--- config.mk ---
export PLATFORM = sky130hd
export DESIGN_NAME = dir_button_conditioner
export DESIGN_NICKNAME = d
export VERILOG_FILES = /design/src/rtl/tftlcd_pkg.sv /design/src/rtl/btn_channel.sv /design/src/rtl/dir_button_conditioner.sv
export SDC_FILE = /design/constraint.sdc
export NUM_CORES = 1
export LEC_CHECK = 0
export CORE_MARGIN = 5
export CORE_UTILIZATION = 25
export DETAILED_ROUTE_END_ITERATION = 16
export HOLD_SLACK_MARGIN = 0.06
export SETUP_SLACK_MARGIN = 0.2
export SLEW_MARGIN = 25
export SYNTH_ARGS = -nofsm -noshare
export SYNTH_HDL_FRONTEND = slang
export SYNTH_SLANG_ARGS = --single-unit
--- constraint.sdc ---
create_clock -name clk -period 5.9 [get_ports clk]
set_input_delay 0.59 -clock clk [delete_from_list [all_inputs] [get_ports clk]]
set_output_delay 0.59 -clock clk [all_outputs]
set_load 0.01 [all_outputs]
--- src/rtl/tftlcd_pkg.sv ---
// Shared constants for the direction-button conditioner: channel indices and
// the per-channel debounce FSM state encoding.
package tftlcd_pkg;

  localparam int BTN_LEFT  = 0;
  localparam int BTN_UP    = 1;
  localparam int BTN_DOWN  = 2;
  localparam int BTN_RIGHT = 3;

  typedef enum logic [2:0] {
    ST_IDLE       = 3'd0,
    ST_PRESS_DB   = 3'd1,
    ST_HELD       = 3'd2,
    ST_REPEAT     = 3'd3,
    ST_RELEASE_DB = 3'd4
  } btn_state_e;

endpackage

--- src/rtl/btn_channel.sv ---
// One button channel: 2-flop synchroniser, debounce/auto-repeat FSM and its
// saturating counter. Auto-repeat is compiled in only when AUTO_REPEAT_EN is defined.
//
//  state         | meaning
//  --------------+-----------------------------------------------------------
//  ST_IDLE       | released and stable
//  ST_PRESS_DB   | press seen, waiting for DB_CYCLES stable-pressed cycles
//  ST_HELD       | debounced press, waiting REPEAT_DELAY for first repeat
//  ST_REPEAT     | auto-repeating every REPEAT_PERIOD cycles
//  ST_RELEASE_DB | release seen, waiting for DB_CYCLES stable-released cycles
module btn_channel
  import tftlcd_pkg::*;
#(
  parameter int DB_CYCLES     = 90000,
  parameter int REPEAT_DELAY  = 4500000,
  parameter int REPEAT_PERIOD = 900000,
  parameter int CNT_W         = 23
) (
  input  logic clk,
  input  logic rstn,
  input  logic btn_in,
  output logic pulse,
  output logic level_nxt
);

`ifdef AUTO_REPEAT_EN
  localparam bit AUTO_RPT = 1'b1;
`else
  localparam bit AUTO_RPT = 1'b0;
`endif

  // The IDLE/HELD cycle that first sees the new level counts as stable cycle
  // one, so the debounce window ends one count early.
  localparam logic [CNT_W-1:0] DB_LAST      = CNT_W'(DB_CYCLES - 2);
  localparam logic [CNT_W-1:0] RPT_DLY_LAST = CNT_W'(REPEAT_DELAY - 1);
  localparam logic [CNT_W-1:0] RPT_PER_LAST = CNT_W'(REPEAT_PERIOD - 1);

  logic             sync_q1;
  logic             sync;
  btn_state_e       state;
  btn_state_e       state_nxt;
  logic [CNT_W-1:0] cnt;
  logic [CNT_W-1:0] cnt_nxt;
  logic [CNT_W-1:0] cnt_inc;
  logic             db_done;
  logic             dly_done;
  logic             per_done;

  always_ff @(posedge clk or negedge rstn) begin
    if (!rstn) begin
      sync_q1 <= 1'b0;
      sync    <= 1'b0;
    end else begin
      sync_q1 <= btn_in;
      sync    <= sync_q1;
    end
  end

  assign cnt_inc  = (cnt == '1) ? cnt : cnt + 1'b1;
  assign db_done  = (cnt == DB_LAST);
  assign dly_done = (cnt == RPT_DLY_LAST);
  assign per_done = (cnt == RPT_PER_LAST);

  always_ff @(posedge clk or negedge rstn) begin
    if (!rstn) begin
      state <= ST_IDLE;
      cnt   <= '0;
    end else begin
      state <= state_nxt;
      cnt   <= cnt_nxt;
    end
  end

  always_comb begin
    state_nxt = state;
    cnt_nxt   = cnt;
    case (state)
      ST_IDLE: begin
        if (sync) begin
          state_nxt = ST_PRESS_DB;
          cnt_nxt   = '0;
        end
      end
      ST_PRESS_DB: begin
        if (!sync) begin
          state_nxt = ST_IDLE;
          cnt_nxt   = '0;
        end else if (db_done) begin
          state_nxt = ST_HELD;
          cnt_nxt   = '0;
        end else begin
          cnt_nxt = cnt_inc;
        end
      end
      ST_HELD: begin
        if (!sync) begin
          state_nxt = ST_RELEASE_DB;
          cnt_nxt   = '0;
        end else if (AUTO_RPT && dly_done) begin
          state_nxt = ST_REPEAT;
          cnt_nxt   = '0;
        end else begin
          cnt_nxt = cnt_inc;
        end
      end
      ST_REPEAT: begin
        if (!sync) begin
          state_nxt = ST_RELEASE_DB;
          cnt_nxt   = '0;
        end else if (per_done) begin
          cnt_nxt = '0;
        end else begin
          cnt_nxt = cnt_inc;
        end
      end
      ST_RELEASE_DB: begin
        if (sync) begin
          state_nxt = ST_HELD;
          cnt_nxt   = '0;
        end else if (db_done) begin
          state_nxt = ST_IDLE;
          cnt_nxt   = '0;
        end else begin
          cnt_nxt = cnt_inc;
        end
      end
      default: begin
        state_nxt = ST_IDLE;
        cnt_nxt   = '0;
      end
    endcase
  end

  // Pulse and level are presented one cycle early; the top registers them.
  always_comb begin
    pulse = 1'b0;
    case (state)
      ST_PRESS_DB: pulse = sync && db_done;
      ST_HELD:     pulse = AUTO_RPT && sync && dly_done;
      ST_REPEAT:   pulse = sync && per_done;
      default:     pulse = 1'b0;
    endcase
    level_nxt = (state_nxt == ST_HELD) || (state_nxt == ST_REPEAT) ||
                (state_nxt == ST_RELEASE_DB);
  end

endmodule

--- src/rtl/dir_button_conditioner.sv ---
// Direction push-button conditioner feeding the rgb pattern Move_* inputs.
// Auto-repeat is enabled by defining AUTO_REPEAT_EN; default build is one pulse per press.
module dir_button_conditioner
  import tftlcd_pkg::*;
#(
  parameter int NUM_BTN       = 4,
  parameter bit ACTIVE_LOW    = 1'b0,
  parameter int DB_CYCLES     = 90000,
  parameter int REPEAT_DELAY  = 4500000,
  parameter int REPEAT_PERIOD = 900000,
  parameter int CNT_W         = 23
) (
  input  logic               clk,
  input  logic               rstn,
  input  logic [NUM_BTN-1:0] btn_raw,
  output logic [NUM_BTN-1:0] move_pulse,
  output logic [NUM_BTN-1:0] btn_level
);

  logic [NUM_BTN-1:0] btn_norm;
  logic [NUM_BTN-1:0] pulse_raw;
  logic [NUM_BTN-1:0] pulse_arb;
  logic [NUM_BTN-1:0] level_nxt;

  assign btn_norm = ACTIVE_LOW ? ~btn_raw : btn_raw;

  for (genvar i = 0; i < NUM_BTN; i++) begin : g_chan
    btn_channel #(
      .DB_CYCLES     (DB_CYCLES),
      .REPEAT_DELAY  (REPEAT_DELAY),
      .REPEAT_PERIOD (REPEAT_PERIOD),
      .CNT_W         (CNT_W)
    ) u_chan (
      .clk       (clk),
      .rstn      (rstn),
      .btn_in    (btn_norm[i]),
      .pulse     (pulse_raw[i]),
      .level_nxt (level_nxt[i])
    );
  end

  // Opposing directions in the same cycle cancel; orthogonal ones pass together.
  always_comb begin
    pulse_arb = pulse_raw;
    if (pulse_raw[BTN_LEFT] && pulse_raw[BTN_RIGHT]) begin
      pulse_arb[BTN_LEFT]  = 1'b0;
      pulse_arb[BTN_RIGHT] = 1'b0;
    end
    if (pulse_raw[BTN_UP] && pulse_raw[BTN_DOWN]) begin
      pulse_arb[BTN_UP]   = 1'b0;
      pulse_arb[BTN_DOWN] = 1'b0;
    end
  end

  always_ff @(posedge clk or negedge rstn) begin
    if (!rstn) begin
      move_pulse <= '0;
      btn_level  <= '0;
    end else begin
      move_pulse <= pulse_arb;
      btn_level  <= level_nxt;
    end
  end

endmodule

* Word level (Yosys, flattened, before mapping)
Index checks and enable logic that the tools add are counted.
Word-level totals: register bits 120, input bits 6, logic and storage cells 163
Operators by class: add/sub/neg operators 4, eq/ne operators 44, muxes and demuxes 71, reduce and logical (&&, ||, !) cells 26
Operators with widths (number):
- $mux W23 | 32
- $pmux W23 S5 | 4
- $add A23 B1 Y23 const B | 4
- $eq A23 B17 Y1 const B | 4
- $eq A23 B20 Y1 const B | 4
- $eq A23 B23 Y1 const B | 4
- $mux W3 | 24
- $eq A3 B2 Y1 const B | 16
- $pmux W3 S4 | 4
- $eq A3 B3 Y1 const B | 8
- $eq A3 B1 Y1 const B | 4
- $logic_not A3 Y1 | 4
- $logic_and A1 B1 Y1 | 10
- $logic_or A1 B1 Y1 | 8
- $ne A2 B1 Y1 const B | 4
- $pmux W1 S2 | 4
- $reduce_or A2 Y1 | 4
- $mux W1 | 2
- $mux W2 | 1

* Logic depth before layout (Yosys ltp)
Gate-level depths: netlist of run 1.
depth after elaboration 7, gate-level depth with buffers 9, depth with buffers taken out 8

* Cells and area by module
A second synthesis of run 1 with hierarchy kept.
Unflattened totals: cell total of the unflattened synthesis 804, area, all modules 7051.8 sq um
By module, submodules not included:
- btn_channel at g_chan[0].u_chan ... | times used 3, cells each 199, area each 1679.1 sq um
- btn_channel at g_chan[2].u_chan | times used 1, cells each 195, area each 1779.2 sq um
- dir_button_conditioner | times used 1, cells each 12, area each 235.2 sq um

* Worst setup path before layout of run 1
Ideal clock, no wire load.
path type flip-flop to flip-flop, from register g_chan[0].u_chan.cnt[0], to register g_chan[0].u_chan.cnt[1], library setup time 0.133 ns, arrival 2.231 ns, required time 5.767 ns, slack 3.536 ns, stages on the path, launching flop included 10, clock period less this slack 2.364 ns, cell sequence dfrtp_1 inv_1 ha_1 or4bb_1 nor4_2 nand3b_1 and2_1 nor3_2 buf_2 a211oi_1
On the way: word-level cells in the longest chain between the ends 5, elaborated cells on any way between the ends 12, classes of those cells 1 x add/sub; 3 x eq/ne; 8 x mux
RTL lines:
- start, declared | line btn_channel.sv:42 | logic [CNT_W-1:0] cnt;
- start signal, assigned | line btn_channel.sv:70 | cnt <= cnt_nxt;
- $add A23 B1 Y23 / $eq A23 B23 Y1 (equally long branches) | line btn_channel.sv:59 | assign cnt_inc = (cnt == '1) ? cnt : cnt + 1'b1;
- $mux W23 | line btn_channel.sv:59
- $mux W23, on equally long branches | line btn_channel.sv:88, btn_channel.sv:120, btn_channel.sv:110
- $mux W23, on equally long branches | line btn_channel.sv:117, btn_channel.sv:85, btn_channel.sv:107
- $pmux W23 S5 (*) | line btn_channel.sv:77 | case (state)
Mark *: on every way between the ends. The rest lies on a longest branch, timed or not. A chain may end at the register's enable or synchronous reset.

* Worst setup path after layout of run 1
from register g_chan[0].u_chan.cnt[0], to register g_chan[0].u_chan.cnt[13]
Same word-level chain as after synthesis.

==> results of run 1 <==
## cells by family (layout without fill, tap and decap cells)
family,count (synthesis),count (layout),share of synthesized area [%]
multiplexers,6,6,0.9188
AND/OR/NAND/NOR,389,389,31.63
AO/OA/AOI/OAI,83,83,8.926
buffers and inverters,44,65,2.831
flip-flops,120,120,45.00
adder cells (fa/ha/maj),8,8,1.500
XOR/XNOR,70,70,9.188
## flip-flops by register name (all words and copies together) (netlist names)
name                   cells
g_chan.u_chan.cnt         92
g_chan.u_chan.state       12
btn_level                  4
g_chan.u_chan.sync         4
g_chan.u_chan.sync_q1      4
move_pulse                 4
## per-stage QoR
step           util [%]  setup WS, ns  power (W)  instance area (um^2)  hold WS [ns]
6_report          29.44         2.863   0.001981                  7715        0.2526
5_1_grt           29.44         2.646   0.002070                  7715        0.3309
4_1_cts           29.41         2.833   0.002015                  7706        0.2813
3_5_place_dp      27.20         2.838  0.0009754                  7127        0.3544
3_3_place_gp      27.17         2.964  0.0009741                  7121        0.3389
2_1_floorplan         -         3.536  0.0009354                  6673        0.2944
## routing by layer
layer / global-route usage (%) / up-vias
li1: - / 2610
met1: 13.40 / 2555
met2: 15.84 / 107
met3: 2.508 / 19
met4: 3.126 / 0
met5: 0 / -
## area by class of cell
cell class,instances,area share [%]
multi-input combinational,556,45.31
timing repair buffer,16,1.946
clock buffer,22,5.887
sequential,120,38.92
clock inverter,9,1.622
inverter,18,0.8758
tap,335,5.433
## worst register-to-register path, cell delays in order, from the launching register on
cell and delay, ns:
dfrtp_1 0.41, inv_1 0.07, ha_1 0.13, or4bb_1 0.51, nor4_2 0.42, nand3b_1 0.17, and2_1 0.19, nor3_2 0.61
buf_4 0.32, o21ai_0 0.11
## worst min-delay path by stage
| stage | slack, ns | end | depth (start not counted) | startpoint |
|---|---|---|---|---|
| after global routing | 0.33 | move_pulse[1]$_DFF_PN0_ | 1 | rstn |
| final | 0.25 | g_chan[1].u_chan.cnt[11]$_DFFE_PN0P_ | 1 | rstn |
| after CTS | 0.28 | g_chan[1].u_chan.cnt[14]$_DFFE_PN0P_ | 1 | rstn |
| after detailed placement | 0.35 | g_chan[3].u_chan.sync$_DFF_PN0_ | 0 | g_chan[3].u_chan.sync_q1$_DFF_PN0_ |
| after floorplan | 0.29 | btn_level[0]$_DFF_PN0_ | 0 | rstn |
| after global placement | 0.34 | g_chan[0].u_chan.sync$_DFF_PN0_ | 0 | g_chan[0].u_chan.sync_q1$_DFF_PN0_ |
## cell usage in the layout, fill, tap and decap left out, types with 7 or more instances in the layout
cell / instances
nand2_1: 55
nand4_1: 32
nand3_1: 40
a31oi_1: 7
and4_1: 15
xnor2_1: 29
a211oi_1: 9
xor2_1: 41
and2_1: 10
clkbuf_16: 17
inv_1: 18
o21ai_0: 9
and3_1: 20
nor2b_1: 7
ha_1: 8
nor4_1: 14
clkdlybuf4s50_1: 12
nor4b_1: 7
nor2_1: 116
a21oi_1: 17
nor3_1: 13
nand2b_1: 15
dfrtp_1: 120
## power by group through the flow
stage               Sequential (W)  Combinational [W]  Clock (W)
finish                    0.000862          0.0000963    0.00102
floorplan                 0.000870          0.0000653          0
global route              0.000865           0.000112    0.00109
CTS                       0.000862           0.000100    0.00105
global placement          0.000875          0.0000988          0
detailed placement        0.000876          0.0000992          0
==> impl_metrics.py, run 1 <==
metrics = {
    "route": {
        "top_layer_used": "met4",
        "dr_wl_met2_um": 6905,
        "ant_nets": 0,
        "dr_total_vias": 5291,
        "firstDrtPassIters": 5,
        "wl_met1_um": 6814,
        "post-route-drc-count": 0,
        "dr.first_iter.drc_count": 348,
        "drt-vias-per-instance": 4.917,
        "wire_per_inst_um": 13.44,
        "routed_wl_um": 14460,
        "wl_met3_um": 577,
    },
    "worst_setup_path": {
        "cp-endpoint": "g_chan[0].u_chan.cnt[13]$_DFFE_PN0P_",
        "cp.buffers_inverters": 2,
        "critPathCaptureType": "register",
        "arrival_ns": 3.32,
        "path_cells": "inv_1 -> ha_1 -> or4bb_1 -> nor4_2 -> nand3b_1 -> and2_1 -> nor3_2 -> buf_4 -> o21ai_0",
        "cp.required_ns": 6.19,
        "critical_path_class": "register to register",
        "cpPeakStageDelay_ns": 0.61,
        "cpLargestDelayFamily": "simple AND/OR/NAND/NOR gates",
        "worstSetupStartpoint": "g_chan[0].u_chan.cnt[0]$_DFFE_PN0P_",
        "crit_path_max_fanout": 13,
        "r2r-end": "g_chan[0].u_chan.cnt[13]$_DFFE_PN0P_",
        "r2r_cells": 9,
        "worst_r2r_startpoint": "g_chan[0].u_chan.cnt[0]$_DFFE_PN0P_",
        "crit_slowest_cell": "nor3_2",
        "reg2reg_slack_ns": 2.86,
        "crit_cells": 9,
        "setup.worst_path.start_class": "register",
    },
    "synth": {
        "synth_ff_type": "dfrtp_1",
        "synth_fp_nets": 734,
        "yosysWarnings": 0,
        "yosysSeqAreaShare_pct": 45.00,
        "ys_types": 61,
        "async_reset_ff_share_pct": 100.0,
        "synth_commonest_cells": "dfrtp_1, nor2_1, nand2_1, xor2_1, nand3_1",
        "ys_ff_latch": 120,
        "syn_avg_cell_area_um2": 9.268,
        "synthCells": 720,
        "yosysTopAreaCellShare_pct": 45.00,
        "synth_top_area_cell": "dfrtp_1",
        "synthTopCellsByArea": "dfrtp_1, nor2_1, xor2_1",
        "synth.most_common_cell": "dfrtp_1",
        "synth_edf_count": 0,
        "synth_area_mm2": 0.006673,
    },
    "power": {
        "switching_power_w": 0.0004395,
        "intPower_w": 0.001542,
        "sw_frac_of_total_pct": 22.18,
        "p_leak_nw": 3.028,
        "combPwrFrac_pct": 4.9,
        "p_clk_share_pct": 51.6,
        "irDropWorstVdd_uv": 180.7,
        "seq_power_share_pct": 43.5,
        "power_density_mw_per_mm2": 256.8,
    },
    "timing": {
        "rsz0062_at_grt": "no",
        "slew_headroom_pct": 38.26,
        "finalMaxSlewViolations": 0,
        "setup_tns_ns": 0,
        "clock_skew_ns": 0.01059,
        "min_period_over_period_pct": 51.47,
        "max_freq_mhz": 329.3,
        "worst_slew_pin_slew_ns": 0.9140,
        "setup_violations": 0,
        "finalHoldViolCount": 0,
        "fin_crit_ns": 3.037,
    },
    "clock_network": {
        "cts.repair.resized": 0,
        "holdBufCountCts": 0,
        "clockRootBuffer": "clkbuf_16",
        "clk-insertion-delay-late_ns": 0.42,
        "cts_buffers": 17,
        "post_cts_buffers": 0,
        "cts_tree": "built",
        "cts.sinks": 120,
        "clockBufferDepth": 2,
        "clk_pin_slew_ns": 0.06,
        "htreeDepth": 4,
    },
    "flow_run": {
        "maxCapViolCount": 0,
    },
    "placed_design": {
        "dp_hpwl_um": 10070,
        "finalWeightedCongestion": 0.8373,
        "io_buffers": 13,
        "dp.cells": 1045,
    },
    "worst_hold_path": {
        "hold_class": "input port to async pin",
    },
    "floorplan": {
        "die_w_um": 173.4,
        "core.rowCount": 59,
        "ios": 14,
        "die_y_um": 173.4,
        "start_util_pct": 25.46,
        "core_area_mm2": 0.02621,
        "fp.dieArea_mm2": 0.03006,
    },
    "layout": {
        "antennaDiodeCount": 0,
        "stdcell_count": 1076,
        "seqCellArea_mm2": 0.003003,
        "fillers": 2716,
        "final_layout_size_suffix_gt1_share_pct": 6.208,
        "nets": 743,
        "area_delta_synth_final_pct": 15.62,
        "multiInputGateArea_mm2": 0.003496,
    },
    "global_route": {
        "grt_max_degree": 63,
        "overflow": 0,
        "grtUsageTotal_pct": 9.970,
        "grt_pass1_vias": 5055,
        "grt_pass1_wl_um": 25210,
        "antenna_found_initial": 0,
    },
    "run_status": {
        "status": "finished, final reports clean",
    },
}
Note: power is estimated with default switching activity, not from simulation.
==> inputs of run 2 (changes only) <==
==> constraint.sdc (replaced) <==
create_clock -name clk -period 3 [get_ports clk]
set_input_delay 0.3 -clock clk [delete_from_list [all_inputs] [get_ports clk]]
set_output_delay 0.3 -clock clk [all_outputs]
set_load 0.01 [all_outputs]
==> run 2 against run 1 <==
First-iteration DRC count grew 24%. Largest power group unchanged. Flip-flop and latch count unchanged. Combinational power grew 110%. Sequential share of layout area down 0.79 points. Register-to-register slack worse by 2.5 ns. Global-route usage about the same. Core utilization is 0.61 points higher.
==> impl_metrics.py, run 2 (synthesized netlist as in run 1, its figures left out) <==
metrics = {
    "clock_network": {
        "clk_pin_slew_ns": 0.06,
        "cts.sinks": 120,
        "htreeDepth": 4,
        "clk-insertion-delay-late_ns": 0.42,
        "clockBufferDepth": 2,
        "post_cts_buffers": 0,
        "cts_tree": "built",
        "cts_buffers": 17,
        "clockRootBuffer": "clkbuf_16",
    },
    "timing": {
        "setup_tns_ns": 0,
        "worst_slew_pin_slew_ns": 0.8671,
        "clock_skew_ns": 0.007582,
        "rsz0062_at_grt": "yes",
        "min_period_over_period_pct": 87.96,
        "finalMaxSlewViolations": 0,
        "fin_ws_ns": 0.3612,
        "finalHoldViolCount": 0,
        "max_freq_mhz": 379.0,
        "setup_violations": 0,
        "fin_crit_ns": 2.639,
        "slew_headroom_pct": 42.19,
    },
    "floorplan": {
        "ios": 14,
        "start_util_pct": 25.46,
        "core_area_mm2": 0.02621,
        "die_y_um": 173.4,
        "die_w_um": 173.4,
        "fp.dieArea_mm2": 0.03006,
        "core.rowCount": 59,
    },
    "placed_design": {
        "finalWeightedCongestion": 0.8359,
        "dp_slack_ns": 0.3269,
        "io_buffers": 13,
        "dp_hpwl_um": 10330,
    },
    "global_route": {
        "antenna_found_initial": 0,
        "grt_max_degree": 49,
        "met3_usage_pct": 2.748,
        "grtUsageMet1_pct": 13.27,
        "overflow": 0,
        "grt_pass1_vias": 5008,
        "grt_pass1_wl_um": 25020,
        "grtUsageTotal_pct": 9.956,
        "met2_usage_pct": 15.64,
        "grt-busiest-layer": "met2",
    },
    "power": {
        "seq_power_share_pct": 42.5,
        "p_clk_share_pct": 52.3,
        "switching_power_w": 0.0009298,
        "power_density_mw_per_mm2": 506.2,
        "sw_frac_of_total_pct": 23.33,
        "combPwrFrac_pct": 5.2,
        "intPower_w": 0.003056,
        "irDropWorstVdd_uv": 394.0,
        "p_leak_nw": 3.129,
    },
    "worst_setup_path": {
        "cp.required_ns": 3.30,
        "crit_path_max_fanout": 10,
        "critical_path_class": "register to register",
        "arrival_ns": 2.93,
        "setup.worst_path.start_class": "register",
        "critPathCaptureType": "register",
    },
    "route": {
        "firstDrtPassIters": 4,
        "wire_per_inst_um": 13.51,
        "post-route-drc-count": 0,
        "routed_wl_um": 14790,
        "dr_total_vias": 5299,
        "dr.first_iter.drc_count": 430,
        "ant_nets": 0,
        "drt-vias-per-instance": 4.839,
    },
    "layout": {
        "regMostFlops": "g_chan.u_chan.cnt",
        "area_delta_synth_final_pct": 18.00,
        "final_layout_size_suffix_gt1_share_pct": 8.816,
        "nets": 761,
        "fillers": 2689,
        "largest_register_ffs": 92,
        "antennaDiodeCount": 0,
        "reg_top3": "g_chan.u_chan.cnt (92), g_chan.u_chan.state (12)",
        "layout_commonest_cell": "dfrtp_1",
        "final_cell_mix": "dfrtp_1, nor2_1, nand2_1, xor2_1, nand3_1",
    },
    "flow_run": {
        "maxCapViolCount": 0,
    },
    "run_status": {
        "status": "finished, final reports clean",
    },
    "worst_hold_path": {
        "hold_class": "input port to register",
    },
}
run 2: cell type report:
class                      instances  area, um^2  area share [%]
tap                              335       419.2           5.323
sequential                       120        3003           38.14
multi-input combinational        556        3498           44.43
inverter                          18       67.56          0.8581
timing repair buffer              34       287.8           3.655
clock buffer                      21       450.4           5.721
clock inverter                    11       147.6           1.875
run 2: per-layer routing:
metal	share of wire [%]	vias to the layer above
li1	-	2644
met1	49	2577
met2	46	60
met3	3.2	18
met4	1.5	0
met5	0	-
run 2: through the flow:
step / cell area (um^2) / util, % / hold WS, ns / cells / total power [W]
2_1_floorplan: 6673 / - / 0.004409 / 720 / 0.001840
3_3_place_gp: 7248 / 27.66 / 0.3340 / 1062 / 0.001928
3_5_place_dp: 7248 / 27.66 / 0.3347 / 1062 / 0.001931
4_1_cts: 7856 / 29.98 / 0.3365 / 1095 / 0.004037
5_1_grt: 7874 / 30.05 / 0.3320 / 1095 / 0.004142
6_report: 7874 / 30.05 / 0.3426 / 1095 / 0.003985
run 2: power groups by stage:
stage          clock network [W]  logic [W]  registers (W)
2_1_floorplan                  0   0.000128        0.00171
3_3_place_gp                   0   0.000207        0.00172
3_5_place_dp                   0   0.000209        0.00172
4_1_cts                  0.00213   0.000212        0.00169
5_1_grt                  0.00220   0.000241        0.00170
6_report                 0.00208   0.000207        0.00169
run 2: path summary, 6_finish.rpt:
check	cells past startpoint	startpoint	end	slack, ns
worst max-delay path	7	g_chan[2].u_chan.cnt[5]$_DFFE_PN0P_	g_chan[2].u_chan.cnt[7]$_DFFE_PN0P_	0.36
worst min-delay path	1	btn_raw[0]	g_chan[0].u_chan.sync_q1$_DFF_PN0_	0.34
worst max register to register	7	g_chan[2].u_chan.cnt[5]$_DFFE_PN0P_	g_chan[2].u_chan.cnt[7]$_DFFE_PN0P_	0.36
worst min register to register	0	g_chan[3].u_chan.sync_q1$_DFF_PN0_	g_chan[3].u_chan.sync$_DFF_PN0_	0.34
max in group asynchronous	3	rstn	g_chan[1].u_chan.cnt[20]$_DFFE_PN0P_	1.67
min in group asynchronous	2	rstn	g_chan[2].u_chan.state[1]$_DFF_PN0_	0.46
run 2: critical path, stage by stage (launching register included):
cell and delay (ns):
dfrtp_1 0.41, or4_1 0.56, or4_4 0.54, o31ai_1 0.28, o31ai_1 0.16, a21oi_4 0.29, buf_4 0.22, nor2_1 0.06
run 2: timing repair:
action                                 4_1_cts  5_1_grt
hold buffers                                 1        0
gates resized for setup                      0        3
setup endpoints to repair                    0       50
endpoints found under the hold margin       45        0
